## src/rtl/cc_psr_condition.sv

```systemverilog
// -----------------------------------------------------------------------------
// cc_psr_condition
//
// Processor status / condition-code stage that sits right after the ALU.
// It keeps the architectural N/Z/V/C flags and answers SPARC Bicc branch
// questions against them through a two-cycle request/valid handshake.
//
// Ports
//   CC_PSR_CLOCK_50          in   system clock, rising edge
//   CC_PSR_RESET_InLow       in   synchronous active-low reset
//   CC_PSR_negative_InHigh   in   ALU N flag
//   CC_PSR_zero_InHigh       in   ALU Z flag
//   CC_PSR_overflow_InHigh   in   ALU V flag
//   CC_PSR_carry_InHigh      in   ALU C flag
//   CC_PSR_scc_InHigh        in   ALU operation sets condition codes
//   CC_PSR_write_InHigh      in   microcode flag-write strobe
//   CC_PSR_load_InHigh       in   direct PSR load (WRPSR), beats write+scc
//   CC_PSR_data_InBUS        in   direct load value {N,Z,V,C}
//   CC_PSR_condition_InBUS   in   Bicc cond field
//   CC_PSR_evaluate_InHigh   in   branch evaluation request
//   CC_PSR_flags_OutBUS      out  latched flags {N,Z,V,C}
//   CC_PSR_branch_OutHigh    out  branch taken, holds until next evaluation
//   CC_PSR_valid_OutHigh     out  one-cycle pulse, branch result valid
//   CC_PSR_busy_OutHigh      out  evaluation in progress
// -----------------------------------------------------------------------------
module cc_psr_condition #(
    parameter int DATAWIDTH_FLAGS     = 4,
    parameter int DATAWIDTH_CONDITION = 4
) (
    input  logic                           CC_PSR_CLOCK_50,
    input  logic                           CC_PSR_RESET_InLow,
    input  logic                           CC_PSR_negative_InHigh,
    input  logic                           CC_PSR_zero_InHigh,
    input  logic                           CC_PSR_overflow_InHigh,
    input  logic                           CC_PSR_carry_InHigh,
    input  logic                           CC_PSR_scc_InHigh,
    input  logic                           CC_PSR_write_InHigh,
    input  logic                           CC_PSR_load_InHigh,
    input  logic [DATAWIDTH_FLAGS-1:0]     CC_PSR_data_InBUS,
    input  logic [DATAWIDTH_CONDITION-1:0] CC_PSR_condition_InBUS,
    input  logic                           CC_PSR_evaluate_InHigh,
    output logic [DATAWIDTH_FLAGS-1:0]     CC_PSR_flags_OutBUS,
    output logic                           CC_PSR_branch_OutHigh,
    output logic                           CC_PSR_valid_OutHigh,
    output logic                           CC_PSR_busy_OutHigh
);

    typedef enum logic {
        ST_IDLE = 1'b0,
        ST_EVAL = 1'b1
    } state_e;

    state_e                         state_q,  state_d;
    logic [DATAWIDTH_FLAGS-1:0]     flags_q,  flags_d;
    logic [DATAWIDTH_CONDITION-1:0] cond_q,   cond_d;
    logic                           branch_q, branch_d;
    logic                           valid_q,  valid_d;

    // Bicc decode: cond[2:0] selects a base term, cond[3] inverts it.
    // Flags are packed {N,Z,V,C}.
    function automatic logic cond_taken(input logic [3:0] cond,
                                        input logic [3:0] flags);
        logic n, z, v, c, base;
        n = flags[3];
        z = flags[2];
        v = flags[1];
        c = flags[0];
        case (cond[2:0])
            3'd0:    base = 1'b0;          // BN  / BA
            3'd1:    base = z;             // BE  / BNE
            3'd2:    base = z | (n ^ v);   // BLE / BG
            3'd3:    base = n ^ v;         // BL  / BGE
            3'd4:    base = c | z;         // BLEU/ BGU
            3'd5:    base = c;             // BCS / BCC
            3'd6:    base = n;             // BNEG/ BPOS
            default: base = v;             // BVS / BVC
        endcase
        return base ^ cond[3];
    endfunction

    always_comb begin
        // NOTE: every signal gets its hold value first so no path through
        // the case/if tree can leave it unassigned and infer a latch.
        state_d  = state_q;
        flags_d  = flags_q;
        cond_d   = cond_q;
        branch_d = branch_q;
        valid_d  = 1'b0;

        // Direct load outranks an ALU write; a write needs scc to land.
        if (CC_PSR_load_InHigh) begin
            flags_d = CC_PSR_data_InBUS;
        end else if (CC_PSR_write_InHigh && CC_PSR_scc_InHigh) begin
            flags_d = {CC_PSR_negative_InHigh, CC_PSR_zero_InHigh,
                       CC_PSR_overflow_InHigh, CC_PSR_carry_InHigh};
        end

        case (state_q)
            ST_IDLE: begin
                if (CC_PSR_evaluate_InHigh) begin
                    cond_d  = CC_PSR_condition_InBUS;
                    state_d = ST_EVAL;
                end
            end
            ST_EVAL: begin
                // flags_q already holds any write made on the request edge,
                // while a write on this edge is not yet visible.
                branch_d = cond_taken(cond_q, flags_q);
                valid_d  = 1'b1;
                state_d  = ST_IDLE;
            end
            default: state_d = ST_IDLE;
        endcase
    end

    always_ff @(posedge CC_PSR_CLOCK_50) begin
        // NOTE: non-blocking assignments so every flop samples the pre-edge
        // value of the others; the reset here is synchronous, checked first.
        if (!CC_PSR_RESET_InLow) begin
            state_q  <= ST_IDLE;
            flags_q  <= '0;
            cond_q   <= '0;
            branch_q <= 1'b0;
            valid_q  <= 1'b0;
        end else begin
            state_q  <= state_d;
            flags_q  <= flags_d;
            cond_q   <= cond_d;
            branch_q <= branch_d;
            valid_q  <= valid_d;
        end
    end

    assign CC_PSR_flags_OutBUS   = flags_q;
    assign CC_PSR_branch_OutHigh = branch_q;
    assign CC_PSR_valid_OutHigh  = valid_q;
    assign CC_PSR_busy_OutHigh   = (state_q == ST_EVAL);

endmodule

```

## config.mk

```make
export PLATFORM = sky130hd
export DESIGN_NAME = cc_psr_condition
export DESIGN_NICKNAME = d
export VERILOG_FILES = /design/src/rtl/cc_psr_condition.sv
export SDC_FILE = /design/constraint.sdc
export NUM_CORES = 1
export LEC_CHECK = 0
export ABC_AREA = 0
export CORE_MARGIN = 3
export CORE_UTILIZATION = 38
export CTS_CLUSTER_DIAMETER = 120
export DETAILED_ROUTE_END_ITERATION = 6
export PLACE_DENSITY = 0.77
export SLEW_MARGIN = 10
export SYNTH_ARGS = -nofsm -noshare
export SYNTH_HDL_FRONTEND = slang
export SYNTH_SLANG_ARGS = --single-unit
```

## constraint.sdc

```tcl
create_clock -name CC_PSR_CLOCK_50 -period 1.5 [get_ports CC_PSR_CLOCK_50]
set_input_delay 0.375 -clock CC_PSR_CLOCK_50 [delete_from_list [all_inputs] [get_ports CC_PSR_CLOCK_50]]
set_output_delay 0.375 -clock CC_PSR_CLOCK_50 [all_outputs]
set_load 0.05 [all_outputs]
```

# --- Yosys cells after proc, flatten, opt, wreduce, memory -nomap -nowiden ---
# Cells that the tools add are included.
classes:
  addsub: 0
  n_mul: 0
  div: 0
  magnitude_cmp: 0
  n_eq_ne: 6
  shift: 0
  mux: 7
  bitwise: 5
  n_reduce_logical: 4
op_table:
  columns: ["operator", "n"]
  rows:
  - ["equality test 3 bit (second input constant)", 3]
  - ["2-to-1 mux 4 bit", 2]
  - ["one-hot mux 1 bit (7 select lines)", 1]
  - ["equality test 3 x 2 -> 1 bit (second input constant)", 2]
  - ["equality test 3 x 1 -> 1 bit (second input constant)", 1]
  - ["logical NOT 3 bit", 1]
  - ["2-to-1 mux 1 bit", 3]
  - ["OR 1 bit", 2]
  - ["one-hot mux 1 bit (2 select lines)", 1]
  - ["AND reduction 2 bit", 1]
  - ["nonzero test 2 bit", 1]
  - ["bitwise XOR 1 bit", 2]
  - ["logical AND 1 bit", 1]
  - ["NOT 1 bit", 1]
word_totals:
  register_bits: 11
  latchBits: 0
  ramBits: 0
  mem_bits_ro: 0
  output_inout_bits: 7
  n_memories: 0

# --- Depth between registers and ports, before layout ---
# Gate-level depths: netlist (run 1).
logic_depth:
  depth_word: 5
  depth_mapped: 4
  ltp_nobuf: 4

# --- Worst setup path before layout (run 1) ---
# No wires, ideal clock.
synth_path:
  kind: "register to register"
  start: "reg flags_q[2], in the netlist CC_PSR_flags_OutBUS[2]"
  end: "reg branch_q, in the netlist CC_PSR_branch_OutHigh"
  t_arrival_ns: 1.343
  slack_ns: 0.034
  stages_incl_launch_ff: 5
  cell_sequence: "dfxtp_1 > inv_1 > o311ai_1 > a211oi_1 > nand3b_1"
synth_between:
  elab_chain_len: 4
synth_lines:
  columns: ["element", "line", "source"]
  rows:
  - ["from (decl)", "54", "logic [DATAWIDTH_FLAGS-1:0] flags_q, flags_d;"]
  - ["from (signal assigned)", "127", "flags_q <= flags_d;"]
  - ["OR 1 bit, on equally long branches", "73, 71", null]
  - ["one-hot mux 1 bit (7 select lines) *", "68", "case (cond[2:0])"]
  - ["2-to-1 mux 1 bit *", "98", "case (state_q)"]
  - ["bitwise XOR 1 bit *", "78", "return base ^ cond[3];"]
  - ["to (signal assigned)", "129", "branch_q <= branch_d;"]
  - ["to (decl)", "56", "logic branch_q, branch_d;"]
# Mark *: on every way between the ends. The rest lies on a longest branch, timed or not. The select of a mux whose other input is x is not followed.
# A chain may end at the register's enable or synchronous reset.

# --- Final worst setup path (run 1) ---
layout_path:
  start: "in CC_PSR_load_InHigh"
  end: "reg flags_q[2], in the netlist CC_PSR_flags_OutBUS[2]"
layout_between:
  elab_chain_len: 1
layout_lines:
  columns: ["element", "line", "source"]
  rows:
  - ["from (decl)", "38", "input logic CC_PSR_load_InHigh,"]
  - ["2-to-1 mux 4 bit or nonzero test 2 bit (tied branches)", null, null]
# Several ways; a longest one is shown, not always the timed one.

==> results of run 1 <==
## per-layer routing
metal / share of wire, % / vias up
met5: 0 / -
met2: 46 / 11
li1: - / 253
met4: 0 / 0
met1: 49 / 234
met3: 5.6 / 0
## cell usage after synthesis, drive strengths merged
cell type	instances	share of area (%)
a31oi	1	1.2
dfxtp	11	41
clkbuf	1	0.70
nor3b	1	1.4
and2	2	2.3
o311ai	1	1.6
buf	2	1.9
a32oi	1	1.6
nand3	3	2.8
mux2i	8	15
o21ai	2	2.6
xnor2	2	3.3
nor2b	5	5.9
nand2b	1	1.2
nand2	4	2.8
a211oi	1	1.4
nand3b	2	2.8
o211a	4	7.5
inv	2	1.4
a21o	1	1.4
## state kept, by name (all words and copies together), names as in the netlist
register and cells:
CC_PSR_branch_OutHigh 1, CC_PSR_busy_OutHigh 1, CC_PSR_flags_OutBUS 4, CC_PSR_valid_OutHigh 1, cond_q 4
## cell type report
type | count | area [um^2]
clock buffer | 4 | 26.3
fill | 89 | 319
inverter | 2 | 7.51
multi-input combinational | 39 | 293
sequential | 11 | 220
tap | 14 | 17.5
timing repair buffer | 27 | 333
## worst register-to-register path, delay by kind of cell, from the launching register on
| kind | cells | cell delay (ps) |
|---|---|---|
| buffers and inverters | 1 | 90 |
| flip-flops | 1 | 390 |
| AND/OR/NAND/NOR | 1 | 170 |
| AO/OA/AOI/OAI | 2 | 480 |
## final timing paths
kind / from / end / slack (ps) / cells after the start
min reg2reg: cond_q[0] / cond_q[0] / 550 / 2
max reg2reg: CC_PSR_flags_OutBUS[2] / CC_PSR_branch_OutHigh / 270 / 4
min: cond_q[0] / cond_q[0] / 550 / 2
max: CC_PSR_load_InHigh / CC_PSR_flags_OutBUS[2] / 210 / 4
## per-stage QoR
| step | std cells | TNS [ps] | instance area (um^2) | total power (W) |
|---|---|---|---|---|
| floorplan | 55 | 0 | 534 | 0.000447 |
| global placement | 93 | -81.3 | 871 | 0.000566 |
| detailed placement | 93 | -216 | 871 | 0.000569 |
| CTS | 97 | 0 | 897 | 0.000774 |
| global route | 97 | 0 | 897 | 0.000802 |
| finish | 97 | 0 | 897 | 0.000759 |
## cells by family after synthesis
| family | after synthesis | share of synthesized area, % |
|---|---|---|
| muxes | 8 | 15.0 |
| DFF | 11 | 41.2 |
| buffers and inverters | 5 | 3.98 |
| AOI/OAI and AO/OA | 11 | 17.3 |
| xor gates and xnor gates | 2 | 3.28 |
| and+or+nand+nor | 18 | 19.2 |
## where the power goes
group	internal (W)	leakage [nW]	switching (W)
logic	0.000128	0.283	0.0000927
registers	0.000312	0.0909	0.0000279
clock network	0.000103	0.0150	0.0000955
total	0.000543	0.389	0.000216
==> summary.md, run 1 <==
| Metric | Value |
|---|---|
| Global routing's busiest layer | met2 |
| Clock buffer count from CTS | 3 |
| Initial DRC count | 4 |
| Port bufs | 24 |
| Crit path cell chain | clkdlybuf4s50_1, a21o_1, nand2_1, o211a_1 |
| Share of layout cells above drive strength 1 | 16.9% |
| Hpwl dp | 952 um |
| Clk slew on worst S/H paths | 60 ps |
| Drt drc | 0 |
| Critical Path Start Type | input port |
| Slew Viols, Final | 0 |
| Number of routed nets with antenna violations | 0 |
| Final setup violation count | 0 |
| Period minus WS final | 1290 ps |
| Diodes inserted | 0 |
| Area growth syn-to-layout | 67.9% |
| Clk_lat worst skew | 270 ps |
| Yosys cell types | 21 |
| Routed WL | 1180 um |
| Type of the worst min-delay path | reg2reg |
| GRT Total Usage | 13.8% |
| Fmax | 777 MHz |
| Slew HR | 77.4% |
| Slowest stage cell, crit path | clkdlybuf4s50_1 |
| Placer Congestion | 0.719 |
| Max-Cap Viols | 0 |
| Status | completed |
| Site row count | 12 |
| Die W | 43.5 um |
| Top delay family on crit path | buffers and inverters |
| Cts hold-fix bufs | 0 |
| Crit-path max FO | 8 |
| Synth Register Bits | 11 |
| Slew @ Worst Pin | 334 ps |
| Crit end category | flip-flop |
| Root buf cell | clkbuf_4 |
| First drt pass iteration count | 3 |
| Initial antenna violation count | 0 |
| Initial Util | 43.9% |
| Final Core Density | 73.8% |
| Max rail drop VDD | 0.654 mV |
| Largest net degree at the start of global routing | 9 |
| Vias in the first global route | 475 |
| Seq/Total Area, Yosys | 41.2% |
| First-pass GRT wire length | 1990 um |
| Avg WL per Cell | 12.1 um |
| RSZ-0062 raised after global routing | no |
| Net Count, Synth | 73 |
| Io pins | 25 |
| CP bufs+invs | 1 |
| Setup slack after layout | 214 ps |
| Final Hold Viols | 0 |
| Most frequent cells in the layout | clkdlybuf4s50_1, dfxtp_1, mux2i_1 |
| Critical path class | in2reg |
| DIE AREA | 1890 um^2 |
| Gr ovfl total | 0 |
| Vias | 498 |
| Synthesized cell area | 534 um^2 |
| Postcts setup bufs | 0 |
| Cells after Synth | 55 |
| Pwr Density | 846 nW/um^2 |
| CP required | 1660 ps |
| Part of the cycle the worst path needs | 85.8% |
| Vias per cell | 5.13 |
| Avg Inst Size Synth | 9.71 um^2 |
| Global-route track usage on met2 | 21.2% |
| CTS tree | done |
| Die height | 43.5 um |
| Clk_skew | 4.96 ps |
| Worst Hold Slack | 550 ps |
| Cts repair resizes | 0 |
| Worst stage delay on the critical path | 620 ps |
| LEAKAGE | 0.389 nW |
| Met3 Usage GRT | 7.47% |
| Arrival @ worst endpoint | 1440 ps |
| Clk sinks | 11 |
| GR Util met1 | 18.3% |
| Post-place setup slack | -61.7 ps |
| Most common cell after layout, fill and taps aside | clkdlybuf4s50_1 |
| H-Tree Level Count | 1 |
| Core area | 1220 um^2 |
| Clk buf depth | 2 |
| Synthesis Warnings | 0 |
| Nets | 102 |
Note: power is estimated with default switching activity, not from simulation.
==> run 2: changes to the inputs <==
--- a/config.mk
+++ b/config.mk
@@ -5,12 +5,11 @@
 export SDC_FILE = /design/constraint.sdc
 export NUM_CORES = 1
 export LEC_CHECK = 0
-export ABC_AREA = 0
 export CORE_MARGIN = 3
 export CORE_UTILIZATION = 38
 export CTS_CLUSTER_DIAMETER = 120
 export DETAILED_ROUTE_END_ITERATION = 6
-export PLACE_DENSITY = 0.77
+export PLACE_DENSITY = 0.78
 export SLEW_MARGIN = 10
 export SYNTH_ARGS = -nofsm -noshare
 export SYNTH_HDL_FRONTEND = slang
==> run 2 against run 1 <==
Largest cell class unchanged; first-iteration DRC count is 50% higher; global-route usage is 1.9 points higher; total power is 1.3% higher; register-to-register slack worse by 70 ps; utilization unchanged.
==> summary.md, run 2 (synthesis results as in run 1) <==
| Metric | Value |
|---|---|
| Status | completed (unchanged) |
| Slew Viols, Final | 0 (unchanged) |
| Drt drc | 0 (unchanged) |
| Cts repair resizes | 0 (unchanged) |
| Critical Path Start Type | flip-flop (was input port) |
| Nets | 102 (unchanged) |
| Site row count | 12 (unchanged) |
| Routed WL | 1290 um (was 1180 um) |
| Pwr Density | 857 nW/um^2 (was 846 nW/um^2) |
| Root buf cell | clkbuf_4 (unchanged) |
| LEAKAGE | 0.389 nW (unchanged) |
| Vias per cell | 5.22 (was 5.13) |
| Number of routed nets with antenna violations | 0 (unchanged) |
| Area growth syn-to-layout | 67.9% (unchanged) |
| First-pass GRT wire length | 2240 um (was 1990 um) |
| Initial antenna violation count | 0 (unchanged) |
| H-Tree Level Count | 1 (unchanged) |
| Top delay family on crit path | compound AO/OA/AOI/OAI gates (was buffers and inverters) |
| Initial DRC count | 6 (was 4) |
| Placer Congestion | 0.719 (about the same) |
| Initial Util | 43.9% (unchanged) |
| First drt pass iteration count | 4 (was 3) |
| Core area | 1220 um^2 (unchanged) |
| Final Core Density | 73.8% (unchanged) |
| Clk slew on worst S/H paths | 70 ps (was 60 ps) |
| Max rail drop VDD | 0.734 mV (was 0.654 mV) |
| Global routing's busiest layer | met2 (unchanged) |
| Final Hold Viols | 0 (unchanged) |
| Share of layout cells above drive strength 1 | 16.9% (unchanged) |
| Vias in the first global route | 549 (was 475) |
| Largest net degree at the start of global routing | 9 (unchanged) |
| Io pins | 25 (unchanged) |
| Clk_lat worst skew | 270 ps (about the same) |
| Clk_skew | 4.48 ps (was 4.96 ps) |
| Part of the cycle the worst path needs | 86.4% (was 85.8%) |
| Die W | 43.5 um (unchanged) |
| Avg WL per Cell | 13.3 um (was 12.1 um) |
| Crit end category | flip-flop (unchanged) |
| Crit path cell chain | inv_1, o311ai_1, a211oi_1, nand3b_1 (was clkdlybuf4s50_1, a21o_1, nand2_1, o211a_1) |
| DIE AREA | 1890 um^2 (unchanged) |
| Clk sinks | 11 (unchanged) |
| CP bufs+invs | 1 (unchanged) |
| Postcts setup bufs | 0 (unchanged) |
| Worst stage delay on the critical path | 410 ps (was 620 ps) |
| Clk buf depth | 2 (unchanged) |
| Fmax | 772 MHz (was 777 MHz) |
| Clock buffer count from CTS | 3 (unchanged) |
| Multi-input gate area | 293 um^2 (unchanged) |
| CTS tree | done (unchanged) |
| Arrival @ worst endpoint | 1460 ps (was 1440 ps) |
| Slew @ Worst Pin | 380 ps (was 334 ps) |
| Max-Cap Viols | 0 (unchanged) |
| Met3 Usage GRT | 6.22% (was 7.47%) |
| Global-route track usage on met2 | 27.1% (was 21.2%) |
| CP required | 1660 ps (about the same) |
| Slowest stage cell, crit path | dfxtp_1 (was clkdlybuf4s50_1) |
| Gr ovfl total | 0 (unchanged) |
| Post-place setup slack | -71.0 ps (was -61.7 ps) |
| Most common cell after layout, fill and taps aside | clkdlybuf4s50_1 (unchanged) |
| Period minus WS final | 1300 ps (was 1290 ps) |
| Setup slack after layout | 204 ps (was 214 ps) |
| Type of the worst min-delay path | reg2reg (unchanged) |
| Fillers | 94 (was 89) |
| Final setup violation count | 0 (unchanged) |
| Port bufs | 24 (unchanged) |
| Vias | 506 (was 498) |
| FF/Latch Area | 220 um^2 (unchanged) |
| RSZ-0062 raised after global routing | no (unchanged) |
| Slew HR | 74.3% (was 77.4%) |
| GRT Total Usage | 15.7% (was 13.8%) |
| Diodes inserted | 0 (unchanged) |
| Die height | 43.5 um (unchanged) |
| GR Util met1 | 17.8% (was 18.3%) |
| Critical path class | reg2reg (was in2reg) |
| Most frequent cells in the layout | clkdlybuf4s50_1, dfxtp_1, mux2i_1 (unchanged) |
| Crit-path max FO | 3 (was 8) |
| Cts hold-fix bufs | 0 (unchanged) |
[run 2: cell counts in the layout (fill, tap and decap cells not counted)]
Identical to the previous run, type by type.
[run 2: final timing paths]
check / depth (start not counted) / slack [ps] / from / endpoint
worst max register to register: 4 / 200 / CC_PSR_flags_OutBUS[2] / CC_PSR_branch_OutHigh
worst min-delay path: 2 / 540 / cond_q[3] / cond_q[3]
worst min register to register: 2 / 540 / cond_q[3] / cond_q[3]
worst max-delay path: 4 / 200 / CC_PSR_flags_OutBUS[2] / CC_PSR_branch_OutHigh
[run 2: worst min-delay path, delay by kind of cell, from the launching register on]
| kind | cells | cell delay [ps] |
|---|---|---|
| flops | 1 | 320 |
| mux | 1 | 120 |
| simple gates | 1 | 60 |
[run 2: per-layer routing]
layer / wire [um] / vias up
li1: - / 252
met3: 73 / 3
met2: 648 / 15
met5: 0 / -
met4: 10 / 0
met1: 559 / 236
[run 2: cell type report]
class	count	area share (%)
well taps	14	1.95
repair buffers	27	37.1
flip-flops and latches	11	24.5
clock buffers	4	2.93
inverters	2	0.837
multi-input cells	39	32.6
[run 2: where the power goes]
group	internal (W)	switching (W)
sequential	0.000312	0.0000282
combinational	0.000128	0.0000941
clock	0.000103	0.000104
[run 2: metrics by stage]
stage / TNS, ps / hold slack [ps] / total power [W] / std cells / cell area, um^2
global route: 0 / 569 / 0.000805 / 97 / 897
global placement: -84.6 / 530 / 0.000564 / 93 / 871
CTS: 0 / 544 / 0.000776 / 97 / 897
finish: 0 / 545 / 0.000769 / 97 / 897
detailed placement: -266 / 533 / 0.000570 / 93 / 871
floorplan: 0 / 506 / 0.000447 / 55 / 534
